File: src/rtl/weight_update_mid_seq_if.sv
// Handshake and data bundle for the sequential hidden-to-output weight updater.
// The master drives step requests and weight loads; the slave owns the weight bank.
interface weight_update_mid_seq_if #(
  parameter int unsigned N_MID = 3,
  parameter int unsigned WIDTH = 16
);
  localparam int unsigned IdxW = (N_MID > 1) ? $clog2(N_MID) : 1;

  logic                   start;
  logic [WIDTH-1:0]       teach;
  logic [WIDTH-1:0]       net_out;
  logic [N_MID*WIDTH-1:0] mid;
  logic                   wr_en;
  logic [IdxW-1:0]        wr_idx;
  logic [WIDTH-1:0]       wr_data;
  logic [N_MID*WIDTH-1:0] weight;
  logic [WIDTH-1:0]       error;
  logic                   busy;
  logic                   done;

  modport master (
    output start, teach, net_out, mid, wr_en, wr_idx, wr_data,
    input  weight, error, busy, done
  );

  modport slave (
    input  start, teach, net_out, mid, wr_en, wr_idx, wr_data,
    output weight, error, busy, done
  );
endinterface

File: src/rtl/weight_update_mid_seq.sv
// Sequential hidden-to-output weight updater: latches one error per step, then walks
// the weight bank through a single shared saturating multiply-accumulate, one lane per cycle.
module weight_update_mid_seq #(
  parameter int unsigned N_MID    = 3,
  parameter int unsigned WIDTH    = 16,
  parameter int unsigned FRAC     = 8,
  parameter int unsigned LR_SHIFT = 1
) (
  input logic                    clk,
  input logic                    rst_n,
  weight_update_mid_seq_if.slave bus
);
  localparam int unsigned IdxW = (N_MID > 1) ? $clog2(N_MID) : 1;
  localparam int unsigned W2   = 2 * WIDTH;

  typedef logic signed [W2-1:0] wide_t;
  typedef enum logic [1:0] {StIdle, StCalc, StDone} state_e;

  localparam wide_t MaxW = {{(WIDTH + 1){1'b0}}, {(WIDTH - 1){1'b1}}};
  localparam wide_t MinW = {{(WIDTH + 1){1'b1}}, {(WIDTH - 1){1'b0}}};

  function automatic logic signed [WIDTH-1:0] sat(input wide_t v);
    if (v > MaxW) begin
      return MaxW[WIDTH-1:0];
    end else if (v < MinW) begin
      return MinW[WIDTH-1:0];
    end
    return v[WIDTH-1:0];
  endfunction

  state_e                  state_q;
  logic [IdxW-1:0]         idx_q;
  logic signed [WIDTH-1:0] err_q;
  logic signed [WIDTH-1:0] weight_q [N_MID];
  logic signed [WIDTH-1:0] mid_q    [N_MID];
  logic                    busy_q;
  logic                    done_q;

  logic signed [WIDTH-1:0] teach_s, out_s, mid_sel, w_sel, err_next, delta, w_next;
  wide_t                   prod, shifted;

  assign teach_s  = bus.teach;
  assign out_s    = bus.net_out;
  assign mid_sel  = mid_q[idx_q];
  assign w_sel    = weight_q[idx_q];
  assign err_next = sat(wide_t'(teach_s) - wide_t'(out_s));

  // Full-width product is exact; the arithmetic shift floors toward -inf.
  assign prod     = wide_t'(err_q) * wide_t'(mid_sel);
  assign shifted  = prod >>> (FRAC + LR_SHIFT);
  assign delta    = sat(shifted);
  assign w_next   = sat(wide_t'(w_sel) + wide_t'(delta));

  always_ff @(posedge clk or negedge rst_n) begin
    if (!rst_n) begin
      state_q <= StIdle;
      idx_q   <= '0;
      err_q   <= '0;
      busy_q  <= 1'b0;
      done_q  <= 1'b0;
      for (int k = 0; k < N_MID; k++) begin
        weight_q[k] <= '0;
        mid_q[k]    <= '0;
      end
    end else begin
      case (state_q)
        StIdle: begin
          // A load wins over a step request presented in the same cycle.
          if (bus.wr_en) begin
            if (32'(bus.wr_idx) < N_MID) begin
              weight_q[bus.wr_idx] <= bus.wr_data;
            end
          end else if (bus.start) begin
            for (int k = 0; k < N_MID; k++) begin
              mid_q[k] <= bus.mid[k*WIDTH +: WIDTH];
            end
            err_q   <= err_next;
            idx_q   <= '0;
            busy_q  <= 1'b1;
            state_q <= StCalc;
          end
        end
        StCalc: begin
          weight_q[idx_q] <= w_next;
          if (idx_q == IdxW'(N_MID - 1)) begin
            idx_q   <= '0;
            done_q  <= 1'b1;
            state_q <= StDone;
          end else begin
            idx_q <= idx_q + 1'b1;
          end
        end
        StDone: begin
          done_q  <= 1'b0;
          busy_q  <= 1'b0;
          state_q <= StIdle;
        end
        default: state_q <= StIdle;
      endcase
    end
  end

  for (genvar k = 0; k < N_MID; k++) begin : g_lane
    assign bus.weight[k*WIDTH +: WIDTH] = weight_q[k];
  end

  assign bus.error = err_q;
  assign bus.busy  = busy_q;
  assign bus.done  = done_q;
endmodule

File: src/flat_wrapper.sv
// flat-port wrapper written by rule: the top's interface ports become plain ports
module weight_update_mid_seq_flat 
#(
  parameter int unsigned N_MID    = 3,
  parameter int unsigned WIDTH    = 16,
  parameter int unsigned FRAC     = 8,
  parameter int unsigned LR_SHIFT = 1
)
  (clk, rst_n, bus_start, bus_teach, bus_net_out, bus_mid, bus_wr_en, bus_wr_idx, bus_wr_data, bus_weight, bus_error, bus_busy, bus_done);
  weight_update_mid_seq_if #(.N_MID(N_MID), .WIDTH(WIDTH)) bus_i ();
  input logic clk;
  input logic rst_n;
  input wire logic [$bits(bus_i.start)-1:0] bus_start;
  input wire logic [$bits(bus_i.teach)-1:0] bus_teach;
  input wire logic [$bits(bus_i.net_out)-1:0] bus_net_out;
  input wire logic [$bits(bus_i.mid)-1:0] bus_mid;
  input wire logic [$bits(bus_i.wr_en)-1:0] bus_wr_en;
  input wire logic [$bits(bus_i.wr_idx)-1:0] bus_wr_idx;
  input wire logic [$bits(bus_i.wr_data)-1:0] bus_wr_data;
  output wire logic [$bits(bus_i.weight)-1:0] bus_weight;
  output wire logic [$bits(bus_i.error)-1:0] bus_error;
  output wire logic [$bits(bus_i.busy)-1:0] bus_busy;
  output wire logic [$bits(bus_i.done)-1:0] bus_done;
  assign bus_i.start = bus_start;
  assign bus_i.teach = bus_teach;
  assign bus_i.net_out = bus_net_out;
  assign bus_i.mid = bus_mid;
  assign bus_i.wr_en = bus_wr_en;
  assign bus_i.wr_idx = bus_wr_idx;
  assign bus_i.wr_data = bus_wr_data;
  assign bus_weight = bus_i.weight;
  assign bus_error = bus_i.error;
  assign bus_busy = bus_i.busy;
  assign bus_done = bus_i.done;
  weight_update_mid_seq #(.N_MID(N_MID), .WIDTH(WIDTH), .FRAC(FRAC), .LR_SHIFT(LR_SHIFT)) u_core (.clk(clk), .rst_n(rst_n), .bus(bus_i));
endmodule
File: config.mk
export PLATFORM = sky130hd
export DESIGN_NAME = weight_update_mid_seq_flat
export DESIGN_NICKNAME = d
export VERILOG_FILES = /design/src/rtl/weight_update_mid_seq_if.sv /design/src/rtl/weight_update_mid_seq.sv /design/src/flat_wrapper.sv
export SDC_FILE = /design/constraint.sdc
export NUM_CORES = 1
export LEC_CHECK = 0
export ABC_CLOCK_PERIOD_IN_PS = 12530
export CORE_UTILIZATION = 55
export CTS_CLUSTER_DIAMETER = 150
export DETAILED_ROUTE_END_ITERATION = 10
export GPL_ROUTABILITY_DRIVEN = 0
export GPL_TIMING_DRIVEN = 0
export PLACE_DENSITY = 0.77
export SLEW_MARGIN = 20
export SYNTH_ARGS = -nofsm -noshare
export SYNTH_HDL_FRONTEND = slang
export SYNTH_SLANG_ARGS = --single-unit
File: constraint.sdc
create_clock -name clk -period 12.53 [get_ports clk]
set_clock_uncertainty 0.15 [all_clocks]
set_input_delay 3.1325 -clock clk [delete_from_list [all_inputs] [get_ports clk]]
set_output_delay 3.1325 -clock clk [all_outputs]
set_load 0.005 [all_outputs]
* Word level (Yosys, flattened, before mapping)
Cells that the tools add are included.
** Operators by class
- Add/subtract/negate cells :: 3
- Multiply operators :: 1
- Div/mod/pow operators :: 0
- Magnitude comparators :: 11
- Equality and inequality tests :: 8
- Shift-type cells :: 0
- Mux-type cells :: 43
- Bitwise operators :: 3
- Reductions and logical operators :: 12
** Operator list (count)
- $mux 16 :: 15
- $bwmux 48 :: 2
- $mux 48 :: 2
- $pmux 48 s2 :: 1
- $bmux 16 s2 :: 2
- $demux 16 s2 :: 2
- $gt 32x16->1 const B :: 2
- $lt 32x16->1 const B :: 2
- $mul 16x16->32 :: 1
- $gt 23x16->1 const B :: 1
- $lt 23x16->1 const B :: 1
- $add 16x16->17 :: 1
- $sub 16x16->17 :: 1
- $reduce_and 3->1 :: 5
- $mux 2 :: 6
- $mux 1 :: 9
- $pmux 2 s2 :: 2
- $ge 3x3->1 const B :: 2
- $lt 3x1->1 const B :: 2
- $ne 2x2->1 const B :: 3
- $not 2->3 :: 2
- $reduce_bool 2->1 :: 3
- $eq 2x2->1 const B :: 2
- $ne 2x1->1 const B :: 2
- other kinds (8) :: 10
** Storage, ports and cells
- Bits in registers :: 118
- Bits in latches :: 0
- Bits in writable memories :: 0
- Bits in read-only memories :: 0
- Bits of input ports :: 102
- Output and inout bits :: 66
- Logic and storage cells :: 92
- Memories :: 0

* Longest topological paths before layout
Gate-level depths: netlist (run 1).
- Word-level depth :: 16
- Depth in mapped cells :: 48
- Gate-level depth less buffers :: 41

* Worst setup path after synthesis (run 1)
Ideal clock, no wire load.
- Path kind :: register to register
- Start :: register u_core.idx_q[0]
- End :: register u_core.weight_q, in the netlist u_core.bus.weight[16]
- Setup time :: 91 ps
- Data arrival time :: 10421 ps
- Required time :: 12289 ps
- Slack :: 1868 ps
- Cell stages (with the launch flop) :: 44
- Path buffers :: 6
- Clock period less this slack :: 10662 ps
- Cell sequence :: dfrtp_1 > buf_4 > clkbuf_1 > nor2b_1 > clkbuf_1 > nand2_1 > o21ai_0 > clkbuf_1 > nand2_1 > fa_1 > inv_1 > fa_1 > inv_1 > fa_1 > fa_1 > fa_1 > fa_1 > inv_1 > (+8 left out) > and3_1 > o22ai_1 > o31ai_4 > buf_6 > nand3_2 > ha_1 > inv_1 > fa_1 > nor2b_1 > o21ai_0 > a21o_1 > a31oi_1 > o2111ai_1 > a21boi_0 > nor3_1 > a21oi_1 > nand3_1 > o221ai_1
** Between the ends
- Cells in the longest elaborated chain, start to end :: 16
- Elaborated cells on any way between the ends :: 28
- Those cells by class :: 1 x add/sub; 1 x mul; 6 x order compare; 18 x mux; 1 x bitwise; 1 x reduce/logical
** Ends and longest elaborated chain
- from (decl) :: line weight_update_mid_seq.sv:32 : logic [IdxW-1:0] idx_q;
- from (signal assigned) :: line weight_update_mid_seq.sv:90 : idx_q <= idx_q + 1'b1;
- $not 2->3 (implied by the code) * :: line weight_update_mid_seq.sv:44, weight_update_mid_seq.sv:45, weight_update_mid_seq.sv:84
- $bmux 16 s2 :: line weight_update_mid_seq.sv:44 : assign mid_sel = mid_q[idx_q];
- $mux 16 (implied by the code) (2 in series) :: line weight_update_mid_seq.sv:44
- $mul 16x16->32 :: line weight_update_mid_seq.sv:49 : assign prod = wide_t'(err_q) * wide_t'(mid_sel);
- $lt 23x16->1 :: line weight_update_mid_seq.sv:25 : end else if (v < MinW) begin
- $mux 1 :: line weight_update_mid_seq.sv:25
- $mux 1 :: line weight_update_mid_seq.sv:23 : if (v > MaxW) begin
- $mux 16 :: line weight_update_mid_seq.sv:28 : return v[WIDTH-1:0];
- $add 16x16->17 :: line weight_update_mid_seq.sv:52 : assign w_next = sat(wide_t'(w_sel) + wide_t'(delta));
- $lt 32x16->1 :: line weight_update_mid_seq.sv:25
- $mux 1 :: line weight_update_mid_seq.sv:25
- $mux 1 :: line weight_update_mid_seq.sv:23
- $mux 16 :: line weight_update_mid_seq.sv:28
- $bwmux 48 * :: line weight_update_mid_seq.sv:84 : weight_q[idx_q] <= w_next;
- $pmux 48 s2 * :: line weight_update_mid_seq.sv:66 : case (state_q)
- to (signal, indexed assignment) :: line weight_update_mid_seq.sv:71 : weight_q[bus.wr_idx] <= bus.wr_data;
- to (signal, indexed assignment) :: line weight_update_mid_seq.sv:84
- to (decl) :: line weight_update_mid_seq.sv:34 : logic signed [WIDTH-1:0] weight_q [N_MID];
Mark *: on every way between the ends. The rest lies on a longest branch, timed or not. The select of a mux whose other input is x is not followed.
A chain may end at the register's enable or synchronous reset.

* Final worst setup path (run 1)
- Start :: register u_core.idx_q[1]
- End :: register u_core.weight_q, in the netlist u_core.bus.weight[3]
Same word-level chain as after synthesis.

==> results of run 1 <==
==> kinds of logic (layout without fill, tap and decap cells) <==
logic type	after synthesis	after routing	synth area share, %
other cells	0	1	0
buf+inv	443	647	9.776
mux	34	34	1.977
fa+ha+maj	389	389	39.38
compound gates	285	285	10.98
simple gates	677	677	18.17
xor+xnor	51	51	2.629
flops	118	118	17.09
==> through the flow <==
stage	instances	area [um2]	hold WS (ps)	TNS (ps)
global placement	2560	19440	307.6	-5450
finish	2598	20190	324.3	0
detailed placement	2562	19480	312.7	-15870
floorplan	1997	17280	294.6	0
CTS	2594	20070	328.0	0
global route	2597	20190	340.2	0
==> timing repair <==
item	CTS	global route
endpoints found under the setup margin	41	48
setup buffers	0	6
pin swaps	0	3
cloned	0	0
gates resized for setup	11	30
==> per-layer routing <==
metal  up-vias  wire, um  part of all wire [%]
met4         2      2076                   4.0
met2       871     24930                    48
li1       6657         -                     -
met3       178      4832                   9.4
met1      7492     19750                    38
met5         -        13                 0.025
==> worst min path at each step <==
stage,cells past startpoint,endpoint,slack [ps]
after detailed placement,2,u_core.mid_q[37]$_DFFE_PN0P_,310
after global placement,2,u_core.mid_q[0]$_DFFE_PN0P_,310
after floorplan,1,u_core.bus.busy$_DFFE_PN0P_,290
final,2,u_core.mid_q[37]$_DFFE_PN0P_,320
after CTS,2,u_core.mid_q[37]$_DFFE_PN0P_,330
after global routing,2,u_core.mid_q[39]$_DFFE_PN0P_,340
==> Yosys cell counts (9+ instances only) <==
cell,number,area [um2]
nand2_1,410,1539
inv_1,362,1359
fa_1,263,5265
and2_1,124,775.7
dfrtp_1,118,2953
ha_1,111,1389
o21ai_0,83,415.4
clkbuf_1,70,262.8
a21oi_1,54,270.3
nor2_1,50,187.7
mux2i_1,33,330.3
xnor2_1,32,280.3
o221ai_1,31,271.5
a21o_1,24,180.2
xor2_1,18,157.7
a22oi_1,17,127.6
maj3_1,15,150.1
nand3_1,13,65.06
nand2b_1,10,62.56
and3_1,9,56.30
nor3_1,9,45.04
o21a_1,9,67.56
o21ai_2,9,78.83
==> state kept, by name, summed over array words and instances, names as in the netlist <==
signal / cells
u_core.state_q: 2
u_core.bus.busy: 1
u_core.bus.weight: 48
u_core.bus.done: 1
u_core.idx_q: 2
u_core.bus.error: 16
u_core.mid_q: 48
==> cell type report <==
cell class | instances | area (um2) | share of cell area (%)
Inverter | 362 | 1359 | 6.731
Timing Repair Buffer | 175 | 1750 | 8.671
Clock buffer | 17 | 425.4 | 2.107
Buffer | 78 | 331.6 | 1.642
Tap cell | 396 | 495.5 | 2.454
Clock inverter | 15 | 133.9 | 0.6632
Multi-Input combinational cell | 1436 | 12740 | 63.09
Sequential cell | 118 | 2953 | 14.63
Antenna cell | 1 | 2.502 | 0.01240
==> worst max-delay path, delay by kind of cell, from the launching register on <==
family                     cells  cell delay [ps]
adders and majority gates      9             3870
buffers and inverters         10             1950
and+or+nand+nor               11             1930
AOI/OAI and AO/OA             13             3390
DFF                            1              430
==> impl_results.md, run 1 <==
* Status: complete, but fails checks
* Failing checks: design-rule violations
* Die H at 179.2 um
* Final ANT Viol Nets at 0
* R2r setup slk at slightly above 600 ps
* DRT iter0 DRCs at approximately 1,600
* Hold_sp: u_core.mid_q[37]$_DFFE_PN0P_
* Clk root buf: clkbuf_16
* TritonCTS clock tree: built
* Slew HR at between 40% and 50%
* Worst setup endpoint: u_core.bus.weight[3]$_DFFE_PN0P_
* CTS Buf Count at 17
* Hold bufs inserted after CTS at 0
* Worst skew pair latency at 430 ps
* Post-Syn Nets at ~2,500
* Met3 Use GR at 6.404%
* Critical Path AT at between 10,000 and 15,000 ps
* Final Hold Fails at 0
* Core footprint at 30,750 um2
* Rows at 64
* Synth cell types at slightly below 70
* Worst setup path startpoint: u_core.idx_q[1]$_DFFE_PN0P_
* Cell count after synthesis at roughly 2,000
* Fmax at about 84 MHz
* Drt drc at 8
* WL/cell at 19.86 um
* Grt peak-use layer: met2
* Primary FF master, synth: dfrtp_1
* Crit-path slowest cell: fa_1
* CP max stage delay at 560 ps
* Congestion Overflow GR at 0
* Crit Path Class: register to register
* # Max-Cap Violations at 0
* TritonRoute pass-1 iters at 9
* Endpoint class of the critical path: register
* IO buf count at around 170
* Place WS at -619.6 ps
* Critical path required time at 12,650 ps
* Highest-count cells in the layout ignoring fill and taps: 410 x nand2_1, 362 x inv_1, 262 x fa_1
* All-Layer GR Usage at between 30% and 40%
* Crit-path max FO at 10
* Cell Area, Synth at about 17,000 um2
* Max clock buf depth at 2
* Initial antenna violation count at 2
* Final slew viol count at 0
* Worst setup margin at 617.2 ps
* Period utilization at about 95%
* FF-to-FF path depth at 43
* Die X at ~180 um
* Most common cell after layout, fill and taps aside: nand2_1
* Worst-path clk slew at 60 ps
* I/O Pins at between 150 and 200
* Syn avg cell area at between 8 and 9 um2
* Htree depth at 4
* Asr flop ratio synth at 100.0%
* Die area at between 30,000 and 40,000 um2
* Sequential share of the synthesized area at between 10% and 20%
* Share of layout cells above drive strength 1 at under 10%
* GR Layer Usage met2 at between 50% and 60%
* Initial Util at a little under three fifths
* Critical path's most frequent cell: fa_1
* Total routed wirelength at 51,610 um
* Vias post-DR at around 15,000
* Vias in the first global route at 15,727
* Area growth, synth to finish at 16.84%
* Pin count of the biggest net entering global routing at about 80
* RR Endpoint: u_core.bus.weight[3]$_DFFE_PN0P_
* Final #Nets at between 2,000 and 3,000
* CTS sink count at 118
* CP startpoint kind: register
* Slew @ Worst Pin at 861.1 ps
* Post-DP HPWL at just over 40,000 um
* Layout fillers at ~2,500
* Vias per cell at 5.851
* First-pass GRT wire length at 82,370 um
* Number of synthesized flops with an enable pin at 0
* Tmin final at about 12,000 ps
* Met1 Track Usage GR at about 44%
* Reg-to-Reg Start: u_core.idx_q[1]$_DFFE_PN0P_
* Seq cells post-synth at around 120
* Finish-stage setup viols at 0
* YS warnings at 0
* RSZ-0062 raised after global routing: false
* Final Util at between 60% and 70%
* Min-delay worst type: register to register
Power of run 1 is not shown: default switching activity piles up to over one toggle a cycle in this logic, so the estimate is an artifact.
==> inputs of run 2 (changes only) <==
--- a/config.mk
+++ b/config.mk
@@ -12,6 +12,7 @@
 export GPL_ROUTABILITY_DRIVEN = 0
 export GPL_TIMING_DRIVEN = 0
 export PLACE_DENSITY = 0.77
+export REMOVE_ABC_BUFFERS = 1
 export SLEW_MARGIN = 20
 export SYNTH_ARGS = -nofsm -noshare
 export SYNTH_HDL_FRONTEND = slang
==> run 2 against run 1 <==
Effect of this change:
- the run still ends with design-rule violations left
- final cell count is 2.4% lower
- first-iteration DRC count is 27% lower
- critical path depth is 4 lower
- cell area hardly changed
- die area stayed put
- wire length is 9.9% lower
- count of clock-buffer cells in the layout is 1 higher
- sequential cell count stayed put
- setup slack better by 210 ps
- via count is 4.7% lower
- fmax is 1.8% higher
==> impl_results.md, run 2 (synthesized netlist as in run 1, its figures left out) <==
* Post-DP HPWL at 35,540 um (-14%)
* Endpoint class of the critical path: register
* Total routed wirelength at 46,510 um (-9.9%)
* First-pass GRT wire length at 76,630 um (-7.0%)
* Core footprint at 30,750 um2 (unchanged)
* Vias in the first global route at 15,300 (-2.7%)
* IO buf count at 167 (unchanged)
* Die H at 179.2 um (unchanged)
* Die area at 32,130 um2 (unchanged)
* Htree depth at 4 (unchanged)
* Initial antenna violation count at 0 (-2)
* # Max-Cap Violations at 0 (unchanged)
* Pin count of the biggest net entering global routing at 65 (-21%)
* Antenna fix cells at 0 (-1)
* Place WS at -44.55 ps (+575.1 ps)
* Status: complete, but fails checks
* TritonCTS clock tree: built
* Max clock buf depth at 2 (unchanged)
* Highest-count cells in the layout ignoring fill and taps: 410 x nand2_1, 362 x inv_1, 262 x fa_1
* Critical Path AT at 11,810 ps (-230 ps)
* Critical path's most frequent cell: fa_1
* CTS sink count at 118 (unchanged)
* Rows at 64 (unchanged)
* Fmax at 85.48 MHz (+1.8%)
* CTS Buf Count at 17 (unchanged)
* Share of layout cells above drive strength 1 at 5.981% (+0.53 points)
* TritonRoute pass-1 iters at 8 (-1)
* Crit Path Class: register to register
* CP max stage delay at 790 ps (+230 ps)
* Finish-stage setup viols at 0 (unchanged)
* Worst setup margin at 832.0 ps (+214.8 ps)
* RSZ-0062 raised after global routing: false
* Critical path required time at 12,640 ps (about the same)
* Initial Util at 56.19% (unchanged)
* Vias post-DR at 14,490 (-4.7%)
* Worst skew pair latency at 430 ps (about the same)
* Failing checks: design-rule violations
* Slew @ Worst Pin at 974.8 ps (+113.7 ps)
* Period utilization at 93.36% (-1.7 points)
* Tmin final at 11,700 ps (-214.8 ps)
* Final Hold Fails at 0 (unchanged)
* Worst-path clk slew at 60 ps (about the same)
* Crit-path slowest cell: fa_2
* CP startpoint kind: register
* DRT iter0 DRCs at 1,142 (-27%)
* Fin Setup TNS at 0 ps (unchanged)
* Placed insts at 2,496 (-2.6%)
* Crit-path max FO at 29 (+19)
* Clk root buf: clkbuf_16
* Drt drc at 6 (-2)
* Congestion Overflow GR at 0 (unchanged)
* Final slew viol count at 0 (unchanged)
* Die X at 179.2 um (unchanged)
* Final non-filler cell total at 2,536 (-2.4%)
* WL/cell at 18.34 um (-7.7%)
* Final ANT Viol Nets at 0 (unchanged)
* All-Layer GR Usage at 30.94% (-3.0 points)
* Area growth, synth to finish at 16.91% (about the same)
* Slew HR at 35.01% (-7.6 points)
* Vias per cell at 5.714 (-2.3%)
* I/O Pins at 168 (unchanged)
* Min-delay worst type: register to register
* Final #Nets at 2,603 (-2.3%)
* Most common cell after layout, fill and taps aside: nand2_1
run 2: changes by cell type in the layout (fill, tap and decap cells not counted), sizes merged:
cell    delta
diode      -1
buf        +6
bufinv     +1
clkbuf    -66
clkinv     -2
run 2: cell type report:
cell class / instances / area [um2]
Fill cell: 2517 / 10550
Tap cell: 396 / 495.5
Clock buffer: 18 / 439.2
Multi-Input combinational cell: 1436 / 12790
Inverter: 362 / 1359
Timing Repair Buffer: 192 / 2012
Clock inverter: 14 / 148.9
Sequential cell: 118 / 2958
run 2: critical path, delay by kind of cell (launching register included):
| kind | cells | cell delay, ps |
|---|---|---|
| buffers and inverters | 7 | 1010 |
| and+or+nand+nor | 9 | 1540 |
| xor gates and xnor gates | 2 | 690 |
| DFF | 1 | 600 |
| adders and majority gates | 8 | 4230 |
| AOI/OAI and AO/OA | 13 | 3250 |
run 2: timing repair:
item                       CTS  global route
gates resized for setup      2             6
pin swaps                    1             0
hold endpoints to repair     0             0
setup buffers                3             5
setup endpoints to repair   36            45
hold buffers                 0             0
run 2: metal layers:
| metal | vias to the layer above | routed length (um) | GRT usage [%] |
|---|---|---|---|
| met5 | - | 0 | 0 |
| met4 | 0 | 1512 | 11.20 |
| met3 | 117 | 3332 | 4.411 |
| met2 | 614 | 22990 | 52.28 |
| met1 | 7223 | 18680 | 40.42 |
| li1 | 6536 | - | - |
run 2: stage by stage:
| step | hold slack (ps) | util [%] | cell area [um2] |
|---|---|---|---|
| finish | 323.2 | 65.69 | 20200 |
| detailed placement | 311.9 | 63.38 | 19490 |
| global placement | 306.5 | 62.16 | 19110 |
| floorplan | 294.6 | - | 16950 |
| global route | 337.5 | 65.69 | 20200 |
| CTS | 326.0 | 65.41 | 20110 |
run 2: path summary, 6_finish.rpt:
kind	startpoint	to	slack [ps]	cells past startpoint
hold / removal	u_core.mid_q[29]$_DFFE_PN0P_	u_core.mid_q[29]$_DFFE_PN0P_	320	2
max in group asynchronous	rst_n	u_core.idx_q[0]$_DFFE_PN0P_	8980	2
hold reg to reg	u_core.mid_q[29]$_DFFE_PN0P_	u_core.mid_q[29]$_DFFE_PN0P_	320	2
setup / recovery	u_core.idx_q[1]$_DFFE_PN0P_	u_core.bus.weight[25]$_DFFE_PN0P_	830	39
setup reg to reg	u_core.idx_q[1]$_DFFE_PN0P_	u_core.bus.weight[25]$_DFFE_PN0P_	830	39
min in group asynchronous	rst_n	u_core.bus.weight[2]$_DFFE_PN0P_	2520	1
Power of run 2 is left out for the same reason.
==> inputs of run 3 (changes only) <==
--- a/config.mk
+++ b/config.mk
@@ -9,7 +9,7 @@
 export CORE_UTILIZATION = 55
 export CTS_CLUSTER_DIAMETER = 150
 export DETAILED_ROUTE_END_ITERATION = 10
-export GPL_ROUTABILITY_DRIVEN = 0
+export GPL_ROUTABILITY_DRIVEN = 1
 export GPL_TIMING_DRIVEN = 0
 export PLACE_DENSITY = 0.77
 export REMOVE_ABC_BUFFERS = 1
==> results of run 3 <==
Final layout, timing and power as in run 2 (identical DEF).
Power of run 3 is left out for the same reason.
